$ cat src/rtl/fft_in_framer_if.sv
// Sample-stream and frame-output signals of the FFT input framer.
// The master side drives samples and consumes frames; the slave side is the framer.
interface fft_in_framer_if #(
  parameter int DW = 16,
  parameter int N  = 8
);
  logic            in_valid;
  logic            in_ready;
  logic [DW-1:0]   in_re;
  logic [DW-1:0]   in_im;
  logic            in_last;
  logic            mode_in;
  logic            frame_valid;
  logic            frame_ready;
  logic [N*DW-1:0] x_re;
  logic [N*DW-1:0] x_im;
  logic            frame_mode;
  logic [3:0]      frame_len;

  modport master (
    output in_valid, in_re, in_im, in_last, mode_in, frame_ready,
    input  in_ready, frame_valid, x_re, x_im, frame_mode, frame_len
  );

  modport slave (
    input  in_valid, in_re, in_im, in_last, mode_in, frame_ready,
    output in_ready, frame_valid, x_re, x_im, frame_mode, frame_len
  );
endinterface

$ cat src/rtl/fft_in_framer.sv
// Ping-pong framer: packs a serial complex stream into 8-sample frames (zero-padded
// when closed early) and holds each frame as a parallel word for the FFT core.
module fft_in_framer #(
  parameter int DW     = 16,
  parameter int N      = 8,
  parameter bit BITREV = 1'b0
) (
  input  logic           clk,
  input  logic           reset,
  fft_in_framer_if.slave bus
);
  typedef enum logic [1:0] {BK_EMPTY, BK_FILLING, BK_FULL} bank_e;

  localparam logic [2:0] WLAST = 3'(N - 1);

  bank_e         bst_q [2];
  bank_e         bst_d [2];
  logic          wb_q, wb_d, rb_q, rb_d;
  logic [2:0]    wcnt_q, wcnt_d;
  logic          fv_q, fv_d;

  logic [DW-1:0] bre_q [2][N];
  logic [DW-1:0] bim_q [2][N];
  logic          mode_q [2];
  logic [3:0]    len_q [2];

  logic [N*DW-1:0] xre_q, xim_q;
  logic            fmode_q;
  logic [3:0]      flen_q;

  logic          in_ready, accept, first, close, load;
  logic [2:0]    widx;

  always_ff @(posedge clk or negedge reset) begin
    if (!reset) begin
      bst_q[0] <= BK_EMPTY;
      bst_q[1] <= BK_EMPTY;
      wb_q     <= 1'b0;
      rb_q     <= 1'b0;
      wcnt_q   <= '0;
      fv_q     <= 1'b0;
    end else begin
      bst_q  <= bst_d;
      wb_q   <= wb_d;
      rb_q   <= rb_d;
      wcnt_q <= wcnt_d;
      fv_q   <= fv_d;
    end
  end

  // Write and load never target the same bank: load needs FULL, write needs not-FULL.
  always_comb begin
    bst_d  = bst_q;
    wb_d   = wb_q;
    rb_d   = rb_q;
    wcnt_d = wcnt_q;
    fv_d   = fv_q;
    if (accept) begin
      bst_d[wb_q] = close ? BK_FULL : BK_FILLING;
      wcnt_d      = close ? 3'd0 : wcnt_q + 3'd1;
      wb_d        = close ? ~wb_q : wb_q;
    end
    if (load) begin
      bst_d[rb_q] = BK_EMPTY;
      rb_d        = ~rb_q;
      fv_d        = 1'b1;
    end else if (fv_q && bus.frame_ready) begin
      fv_d = 1'b0;
    end
  end

  always_comb begin
    in_ready = (bst_q[wb_q] != BK_FULL);
    accept   = bus.in_valid && in_ready;
    first    = accept && (wcnt_q == 3'd0);
    close    = accept && ((wcnt_q == WLAST) || bus.in_last);
    load     = (bst_q[rb_q] == BK_FULL) && (!fv_q || bus.frame_ready);
    widx     = BITREV ? {wcnt_q[0], wcnt_q[1], wcnt_q[2]} : wcnt_q;
  end

  // The sample write follows the clear so it wins for its own index.
  always_ff @(posedge clk) begin
    if (accept) begin
      if (first) begin
        for (int unsigned i = 0; i < N; i++) begin
          bre_q[wb_q][i] <= '0;
          bim_q[wb_q][i] <= '0;
        end
        mode_q[wb_q] <= bus.mode_in;
      end
      bre_q[wb_q][widx] <= bus.in_re;
      bim_q[wb_q][widx] <= bus.in_im;
      if (close) len_q[wb_q] <= 4'(wcnt_q) + 4'd1;
    end
  end

  always_ff @(posedge clk or negedge reset) begin
    if (!reset) begin
      xre_q   <= '0;
      xim_q   <= '0;
      fmode_q <= 1'b0;
      flen_q  <= '0;
    end else if (load) begin
      for (int unsigned i = 0; i < N; i++) begin
        xre_q[i*DW +: DW] <= bre_q[rb_q][i];
        xim_q[i*DW +: DW] <= bim_q[rb_q][i];
      end
      fmode_q <= mode_q[rb_q];
      flen_q  <= len_q[rb_q];
    end
  end

  assign bus.in_ready    = in_ready;
  assign bus.frame_valid = fv_q;
  assign bus.x_re        = xre_q;
  assign bus.x_im        = xim_q;
  assign bus.frame_mode  = fmode_q;
  assign bus.frame_len   = flen_q;
endmodule

$ cat src/flat_wrapper.sv
// flat-port wrapper written by rule: the top's interface ports become plain ports
module fft_in_framer_flat 
#(
  parameter int DW     = 16,
  parameter int N      = 8,
  parameter bit BITREV = 1'b0
)
  (clk, reset, bus_in_valid, bus_in_re, bus_in_im, bus_in_last, bus_mode_in, bus_frame_ready, bus_in_ready, bus_frame_valid, bus_x_re, bus_x_im, bus_frame_mode, bus_frame_len);
  fft_in_framer_if #(.DW(DW), .N(N)) bus_i ();
  input  logic clk;
  input  logic reset;
  input wire logic [$bits(bus_i.in_valid)-1:0] bus_in_valid;
  input wire logic [$bits(bus_i.in_re)-1:0] bus_in_re;
  input wire logic [$bits(bus_i.in_im)-1:0] bus_in_im;
  input wire logic [$bits(bus_i.in_last)-1:0] bus_in_last;
  input wire logic [$bits(bus_i.mode_in)-1:0] bus_mode_in;
  input wire logic [$bits(bus_i.frame_ready)-1:0] bus_frame_ready;
  output wire logic [$bits(bus_i.in_ready)-1:0] bus_in_ready;
  output wire logic [$bits(bus_i.frame_valid)-1:0] bus_frame_valid;
  output wire logic [$bits(bus_i.x_re)-1:0] bus_x_re;
  output wire logic [$bits(bus_i.x_im)-1:0] bus_x_im;
  output wire logic [$bits(bus_i.frame_mode)-1:0] bus_frame_mode;
  output wire logic [$bits(bus_i.frame_len)-1:0] bus_frame_len;
  assign bus_i.in_valid = bus_in_valid;
  assign bus_i.in_re = bus_in_re;
  assign bus_i.in_im = bus_in_im;
  assign bus_i.in_last = bus_in_last;
  assign bus_i.mode_in = bus_mode_in;
  assign bus_i.frame_ready = bus_frame_ready;
  assign bus_in_ready = bus_i.in_ready;
  assign bus_frame_valid = bus_i.frame_valid;
  assign bus_x_re = bus_i.x_re;
  assign bus_x_im = bus_i.x_im;
  assign bus_frame_mode = bus_i.frame_mode;
  assign bus_frame_len = bus_i.frame_len;
  fft_in_framer #(.DW(DW), .N(N), .BITREV(BITREV)) u_core (.clk(clk), .reset(reset), .bus(bus_i));
endmodule
$ cat config.mk
export PLATFORM = sky130hd
export DESIGN_NAME = fft_in_framer_flat
export DESIGN_NICKNAME = d
export VERILOG_FILES = /design/src/rtl/fft_in_framer_if.sv /design/src/rtl/fft_in_framer.sv /design/src/flat_wrapper.sv
export SDC_FILE = /design/constraint.sdc
export NUM_CORES = 1
export LEC_CHECK = 0
export CAP_MARGIN = 40
export CORE_ASPECT_RATIO = 0.6
export CORE_MARGIN = 5
export CORE_UTILIZATION = 50
export DETAILED_ROUTE_END_ITERATION = 10
export PLACE_DENSITY = 0.8
export SYNTH_ARGS = -nofsm -noshare
export SYNTH_HDL_FRONTEND = slang
export SYNTH_SLANG_ARGS = --single-unit
$ cat constraint.sdc
create_clock -name clk -period 4.55 [get_ports clk]
set_clock_uncertainty 0.2 [all_clocks]
set_input_delay 0.91 -clock clk [delete_from_list [all_inputs] [get_ports clk]]
set_output_delay 0.91 -clock clk [all_outputs]
set_load 0.05 [all_outputs]
==> results of run 1 <==
## synthesized netlist by cell type
cell,instances,share of area [%]
or2_2,1,0.021
nor3_1,3,0.052
buf_2,33,0.57
o21ai_0,5,0.086
buf_1,14,0.18
o21bai_1,3,0.077
and2_1,64,1.4
nor2b_1,4,0.086
and2b_1,1,0.026
clkbuf_1,73,0.94
a21o_1,261,6.7
dfrtp_1,271,23
inv_1,2,0.026
nand3_1,5,0.086
nor2_1,230,3.0
nand3b_1,1,0.026
a2bb2oi_1,1,0.030
nand2b_1,36,0.77
buf_4,1,0.026
a22o_1,261,7.8
nor3_2,2,0.069
ha_1,3,0.13
nand2_1,42,0.54
o22ai_2,1,0.043
o21ai_2,1,0.030
edfxtp_1,522,54
a21oi_1,8,0.14
nand2_2,2,0.043
## state kept, by name, summed over array words and instances (netlist names), 3 cells and up
register and cells:
u_core.bre_q 256, u_core.bus.x_re 128, u_core.bus.x_im 128, u_core.bus.frame_len 4, u_core.bst_q 4, u_core.wcnt_q 3, u_core.bim_q 256, u_core.len_q 8
## cells by family after synthesis
kind of cell	synth area share [%]
AOI/OAI and AO/OA	15.0
adders and majority gates	0.129
buffers and inverters	1.74
DFF	77.1
and+or+nand+nor	6.06
## through the flow
stage	power, mW	area [um^2]
after detailed placement	21.2	33400
after global routing	28.0	35700
after CTS	27.1	35700
after floorplan	17.3	29100
final	26.9	35700
after global placement	20.7	33100
## per-layer routing
layer	up-vias	global-route usage [%]	routed length (um)
met5	-	0	21
met4	4	6.30	1820
met3	113	8.04	8300
met2	820	35.7	34600
met1	8940	32.9	30600
li1	7507	-	-
## worst max-delay path, cell delays in order (launching register included)
cell and delay [ns]:
dfrtp_1 0.39, nand2b_1 0.26, nor2_1 0.07, a21oi_1 0.37, clkdlybuf4s50_1 0.90
## layout by cell type, fill, tap and decap left out, drive strengths merged
cell type and count:
inv 6, edfxtp 522, a22o 261, a2bb2oi 1
nand2b 36, a21oi 8, nor2b 4, dfrtp 271
clkinvlp 3, clkdlybuf4s50 299, bufinv 3, and2 64
nand3b 1, nor2 230, o21bai 3, clkbuf 109
o22ai 1, ha 3, o21ai 6, nand3 5
a21o 261, or2 1, and2b 1, nor3 5
nand2 44, clkinv 13, buf 44
## power by group through the flow
stage,Sequential [mW],Clock (mW),Combinational (mW)
2_1_floorplan,13.7,0,3.57
3_3_place_gp,11.2,0,9.49
3_5_place_dp,11.3,0,9.88
4_1_cts,11.2,5.99,9.93
5_1_grt,11.3,6.31,10.4
6_report,11.2,5.91,9.87
## path summary, 6_finish.rpt
check,startpoint,endpoint,slack (ns),depth (start not counted)
hold reg to reg,u_core.bus.x_re[112],u_core.bus.x_re[112],0.27,1
max in group asynchronous,reset,u_core.bus.x_im[24],2.99,2
hold / removal,reset,u_core.bus.x_im[82],0.08,1
setup reg to reg,u_core.wcnt_q[0],u_core.bim_q[1][36],1.66,6
min in group clk,u_core.bus.x_re[112],u_core.bus.x_re[112],0.27,1
setup / recovery,u_core.bst_q[2],bus_in_ready,0.83,4
## final cells by class
type | count | area (um^2) | share of cell area (%)
Sequential cell | 793 | 22500 | 63.0
Clock buffer | 109 | 2060 | 5.79
Multi-Input combinational cell | 935 | 6310 | 17.7
Inverter | 2 | 7.51 | 0.0210
Timing Repair Buffer | 343 | 3640 | 10.2
Clock inverter | 23 | 220 | 0.617
Tap cell | 770 | 963 | 2.70
==> results_dict.tcl, run 1 <==
set metrics [dict create \
    status "complete, no violations" \
    p_leak_nw 15.2 \
    cts_setup_buffers 0 \
    syn-num-nets 1892 \
    cts_root_buffer "clkbuf_16" \
    cp.required_ns 3.44 \
    finalCritPeriodShare_pct 81.8 \
    num_antenna_cells 0 \
    dp_hpwl_mm 49.9 \
    switchingPower_mw 10.3 \
    viasPerCell 5.84 \
    antenna_left 0 \
    cts_tree "built" \
    holdWs_ns 0.0770 \
    pre_cts_ws_ns 0.863 \
    cts.path.max_buffers 3 \
    dr.pass1.iters 5 \
    cp-end-kind "output port" \
    rsz0062_at_grt "no" \
    path_max_fanout 5 \
    p_int_mw 16.7 \
    grt_overflow 0 \
    tns_ns 0 \
    final_util_pct 61.9 \
    maxSlewHeadroom_pct 39.9 \
    insertion_delay_ns 0.62 \
    initial_core_util_pct 50.6 \
    synthCells 1851 \
    grt_pass1_vias 17600 \
    wl_mm 75.4 \
    synth-seq-area-share_pct 77.1 \
    worstHoldPathType "in2async" \
    grt_max_degree 153 \
    yosys_register_bits 793 \
    antenna_found_initial 7 \
    layout-drive-gt1-share_pct 7.80 \
    syn_to_final_growth_pct 22.4 \
    fillers 4006 \
    hold_viol 0 \
    routabilityCongestion 0.784 \
    powerDensity_nw_per_um2 756 \
    dp_cells 2842 \
    die_height_um 197 \
    swShare_pct 38.1 \
    synth_area_per_cell_um2 15.7 \
    synth_cell_types 28 \
    ys_warn_count 0 \
    port_buffers 300 \
    seqPwrFrac_pct 41.4 \
    std_cell_rows 68 \
    fmaxAchievable_mhz 269 \
    io_pins 301 \
    finalNetCount 2187 \
    maxCapViolations 0 \
    die_x_um 322 \
    cts_made_buffers 71 \
    track_usage_pct 23.5 \
    cts.hold.buffers_added 0 \
    timing.final.crit_period_ns 3.72 \
    clock-sinks 793 \
    path_clk_slew_ns 0.07 \
    critPathLaunchType "flop" \
    ir_drop_v 0.000484 \
    die_area_um2 63300 \
    syn-cell-area_um2 29100 \
    wl_per_cell_um 25.3 \
    worst_slack_ns 0.828 \
    tightest_slew_ns 0.901 \
    criticalPathCategory "reg2out" \
    p_clk_share_pct 21.9 \
    num_vias 17400 \
    cts-resized-gates 0 \
    core_area_um2 57600 \
    grt_pass1_wl_mm 112 \
    drt_iter0_markers 1882 \
    power_frac_comb_pct 36.6 \
    report.final.slew_viol_count 0 \
    setup_viol 0 \
    route.detailed.drc 0 \
    final_cells 2975 \
    htreeDepth 3 \
    cp.arrival_ns 2.61 \
]
(Power assumes the default switching activity.)
==> inputs of run 2 (changes only) <==
Clock period 4.55 ns to 3.8 ns, I/O delays scaled along.
==> run 2 against run 1 <==
The flow now finishes with violations (negative hold slack). Hold slack lost 0.12 ns. Clock power grew 18%. Combinational power grew 20%. Non-clock buffer count grew 4. Core utilization shrank 0.27 points. Die area is the same. Sequential power grew 19%. First-iteration DRC count grew 0.11%. Global-route usage grew 0.061 points. Wire length shrank 0.29%. Design area shrank 0.43%. Final cell count is essentially flat. Critical path type unchanged.
==> results_dict.tcl, run 2 (synthesis gave the netlist of run 1 again) <==
set metrics [dict create \
    rsz0062_at_grt "no" \
    holdWs_ns -0.0426 \
    syn_to_final_growth_pct 21.9 \
    htreeDepth 3 \
    cp.required_ns 2.84 \
    num_vias 17400 \
    std_cell_rows 68 \
    pre_cts_ws_ns 0.553 \
    wl_per_cell_um 25.2 \
    largestRegisters "u_core.bim_q: 256 flops, u_core.bre_q: 256 flops" \
    fmaxAchievable_mhz 280 \
    core_area_um2 57600 \
    timing.final.crit_period_ns 3.57 \
    final_common_cell "edfxtp_1" \
    critPathLaunchType "flop" \
    failed_checks "negative hold slack" \
    hold_viol 11 \
    maxSlewHeadroom_pct 44.0 \
    grt_pass1_vias 17700 \
    track_usage_pct 23.5 \
    route.detailed.drc 0 \
    grt_pass1_wl_mm 112 \
    maxCapViolations 0 \
    cp-end-kind "output port" \
    die_area_um2 63300 \
    status "finished with violations" \
    dr.pass1.iters 5 \
    p_leak_nw 15.2 \
    path_clk_slew_ns 0.07 \
    cts.path.max_buffers 3 \
    cts.hold.buffers_added 0 \
    worstHoldPathType "in2async" \
    cts_made_buffers 71 \
    routabilityCongestion 0.786 \
    antenna_found_initial 6 \
    cts-resized-gates 0 \
    cts_setup_buffers 0 \
    final_cell_mix "edfxtp_1, clkdlybuf4s50_1, dfrtp_1" \
    clock-sinks 793 \
    initial_core_util_pct 50.6 \
    grt_max_degree 151 \
    powerDensity_nw_per_um2 904 \
    cp.arrival_ns 2.61 \
    grt_overflow 0 \
    final_area_um2 35500 \
    io_pins 301 \
    power.total_mw 32.1 \
    path_max_fanout 5 \
    die_x_um 322 \
    viasPerCell 5.85 \
    cts_root_buffer "clkbuf_16" \
    worst_slack_ns 0.227 \
    ir_drop_v 0.000546 \
    cts_tree "built" \
    report.final.slew_viol_count 0 \
    tightest_slew_ns 0.840 \
    criticalPathCategory "reg2out" \
    dp_hpwl_mm 48.2 \
    finalCritPeriodShare_pct 94.0 \
    antenna_left 0 \
    wl_mm 75.1 \
    layout-drive-gt1-share_pct 8.30 \
    insertion_delay_ns 0.60 \
    port_buffers 300 \
    die_height_um 197 \
    tns_ns 0 \
    drt_iter0_markers 1884 \
    place_area_um2 33300 \
    finalNetCount 2191 \
    setup_viol 0 \
]
==> run 2: cell type report <==
type                    instances  area (um^2)
flip-flops and latches        793        22500
fillers                      4144        22100
multi-input cells             935         6330
repair buffers                347         3500
clock buffers                  97         2020
well taps                     770          963
clock inverters                32          239
inverters                       2         7.51
diodes                          1         2.50
==> run 2: critical path, stage by stage, from the launching register on <==
cell and delay [ns]:
dfrtp_1 0.42, and2b_1 0.22, a21oi_1 0.47, clkdlybuf4s50_1 0.91
==> run 2: path summary, 6_finish.rpt <==
path / startpoint / endpoint / slack [ns] / cells after the start
min in group clk: u_core.bus.x_re[36] / u_core.bus.x_re[36] / 0.27 / 1
worst max-delay path: u_core.bst_q[1] / bus_in_ready / 0.23 / 3
worst min-delay path: reset / u_core.bus.x_re[83] / -0.04 / 1
max in group asynchronous: reset / u_core.bus.x_re[8] / 2.54 / 2
worst min register to register: u_core.bus.x_re[36] / u_core.bus.x_re[36] / 0.27 / 1
worst max register to register: u_core.wcnt_q[0] / u_core.bim_q[0][21] / 1.10 / 6
==> run 2: through the flow <==
step / util [%] / cells / hold WS [ns]
finish: 61.7 / 2977 / -0.0426
global placement: 57.7 / 2847 / 0.259
detailed placement: 57.7 / 2847 / 0.264
floorplan: - / 1851 / 0.264
global route: 61.6 / 2976 / 0.0166
CTS: 61.6 / 2976 / 0.00420
==> run 2: per-layer routing <==
| metal | up-vias | global-route usage (%) | routed length [um] |
|---|---|---|---|
| met4 | 4 | 6.35 | 1800 |
| li1 | 7536 | - | - |
| met1 | 8929 | 33.4 | 30900 |
| met5 | - | 0 | 30 |
| met3 | 127 | 8.14 | 8430 |
| met2 | 826 | 35.2 | 34000 |
==> run 2: power by group <==
| part | internal (mW) | switching (mW) | leakage, nW |
|---|---|---|---|
| combinational | 3.76 | 8.01 | 5.59 |
| clock | 3.88 | 3.11 | 1.11 |
| sequential | 12.2 | 1.19 | 8.48 |
| total | 19.8 | 12.3 | 15.2 |
==> inputs of run 3 (changes only) <==
Clock period 3.8 ns to 3.7 ns, I/O delays scaled along.
==> run 3 against run 2 <==
Non-clock buffer count is 4 higher. Wire length shrank 1.0%. Sequential power increased by 3%. Sequential share of layout area fell by 0.18 points. Die area unchanged. The flow now finishes without violations. Critical path depth increased by 1. Sequential cell count is the same. Critical endpoint unchanged. First-iteration DRC count rose by 0.37%. Hold slack gained 0.32 ns. Total power is 3.0% higher. Register-to-register slack worse by 0.10 ns. Design area is 0.29% higher.
==> results_dict.tcl, run 3 (synthesis gave the netlist of run 1 again) <==
set metrics [dict create \
    worst_path_max_delay_cell "clkdlybuf4s50_1" \
    crit_chain "nand2b_1 > nor2_1 > a21oi_1 > clkdlybuf4s50_1" \
    rsz0062_at_grt "no" \
    die_area_um2 63300 \
    std_cell_rows 68 \
    status "complete, no violations" \
    cp.buffers_inverters 1 \
    final_area_um2 35600 \
    clock-sinks 793 \
    insertion_delay_ns 0.60 \
    tns_ns 0 \
    final_cell_mix "edfxtp_1, clkdlybuf4s50_1, dfrtp_1" \
    routabilityCongestion 0.829 \
    num_vias 17200 \
    dr.pass1.iters 5 \
    cp-end-kind "output port" \
    wl_per_cell_um 24.9 \
    final_common_cell "edfxtp_1" \
    maxCapViolations 0 \
    antenna_found_initial 8 \
    syn_to_final_growth_pct 22.3 \
    grt_pass1_vias 17300 \
    route.detailed.drc 0 \
    cts.path.max_buffers 3 \
    largestRegisters "u_core.bim_q: 256 flops, u_core.bre_q: 256 flops" \
    cts_root_buffer "clkbuf_16" \
    path_max_fanout 5 \
    grt_pass1_wl_mm 111 \
    crit_family "buffers and inverters" \
    htreeDepth 3 \
    port_buffers 300 \
    regArea_um2 22500 \
    initial_core_util_pct 50.6 \
    antenna_left 0 \
    core_area_um2 57600 \
    tightest_slew_ns 0.849 \
    p_leak_nw 15.2 \
    hold_viol 0 \
    cp.arrival_ns 2.69 \
    die_height_um 197 \
    critPathLaunchType "flop" \
    timing.final.crit_period_ns 3.63 \
    dp_hpwl_mm 48.7 \
    ir_drop_v 0.000480 \
    wl_mm 74.4 \
    io_pins 301 \
    finalNetCount 2195 \
    cp.required_ns 2.76 \
    cts_made_buffers 71 \
    place_area_um2 33300 \
    fillers 4075 \
    powerDensity_nw_per_um2 928 \
    setup_viol 0 \
    cts_setup_buffers 0 \
    holdWs_ns 0.274 \
    report.final.slew_viol_count 0 \
    finalCritPeriodShare_pct 98.2 \
    layout-drive-gt1-share_pct 8.14 \
    cts_tree "built" \
    path_clk_slew_ns 0.06 \
    grt_max_degree 145 \
    slowest_delay_ns 0.93 \
    viasPerCell 5.78 \
    power.total_mw 33.1 \
    fmaxAchievable_mhz 275 \
    criticalPathCategory "reg2out" \
    drt_iter0_markers 1891 \
    worstHoldPathType "reg2reg" \
    die_x_um 322 \
    multiInputGateArea_um2 6330 \
    maxSlewHeadroom_pct 43.4 \
    grt_overflow 0 \
    track_usage_pct 23.2 \
]
## run 3: cell types whose count changed in the layout (fill, tap and decap cells not counted), sizes merged
| cell | change |
|---|---|
| clkbuf | +9 |
| buf | +3 |
| clkinvlp | -1 |
| bufinv | +1 |
| dlygate4sd3 | +1 |
| clkinv | -7 |
## run 3: layout make-up
| class | count | share of cell area (%) |
|---|---|---|
| Timing Repair Buffer | 351 | 9.95 |
| Inverter | 2 | 0.0211 |
| Clock buffer | 106 | 5.85 |
| Sequential cell | 793 | 63.1 |
| Clock inverter | 25 | 0.650 |
| Multi-Input combinational cell | 935 | 17.8 |
| Antenna cell | 1 | 0.00703 |
| Tap cell | 770 | 2.71 |
## run 3: per-stage QoR
stage          std cells  worst slack [ns]  utilization, %
2_1_floorplan       1851             0.464               -
3_3_place_gp        2850             0.560            57.8
3_5_place_dp        2850             0.513            57.8
4_1_cts             2982             0.169            61.8
5_1_grt             2983            0.0594            61.8
6_report            2983            0.0667            61.8
## run 3: per-layer routing
layer / GRT usage [%] / up-vias / share of wire, %
met2: 35.4 / 761 / 46
li1: - / 7534 / -
met5: 3.04 / - / 0.25
met1: 34.2 / 8841 / 42
met4: 4.40 / 4 / 1.6
met3: 6.10 / 99 / 9.7
## run 3: power by group
group,total [mW],internal (mW),switching [mW]
Clock,7.33,4.14,3.19
Combinational,12.1,3.85,8.20
Sequential,13.7,12.5,1.17
## run 3: worst paths after layout
check,start,endpoint,slack (ns),depth (start not counted)
worst max register to register,u_core.wcnt_q[0],u_core.bre_q[1][51],1.00,6
worst min-delay path,u_core.bus.x_re[60],u_core.bus.x_re[60],0.27,1
worst max-delay path,u_core.bst_q[2],bus_in_ready,0.07,4
max in group asynchronous,reset,u_core.bus.x_re[125],1.84,3
min in group asynchronous,reset,u_core.bus.x_re[68],0.51,2
worst min register to register,u_core.bus.x_re[60],u_core.bus.x_re[60],0.27,1
## run 3: repair_timing
| item | 4_1_cts | 5_1_grt |
|---|---|---|
| resized for setup | 0 | 0 |
| hold buffers | 1 | 0 |
| hold endpoints to repair | 46 | 0 |
| endpoints found under the setup margin | 0 | 0 |
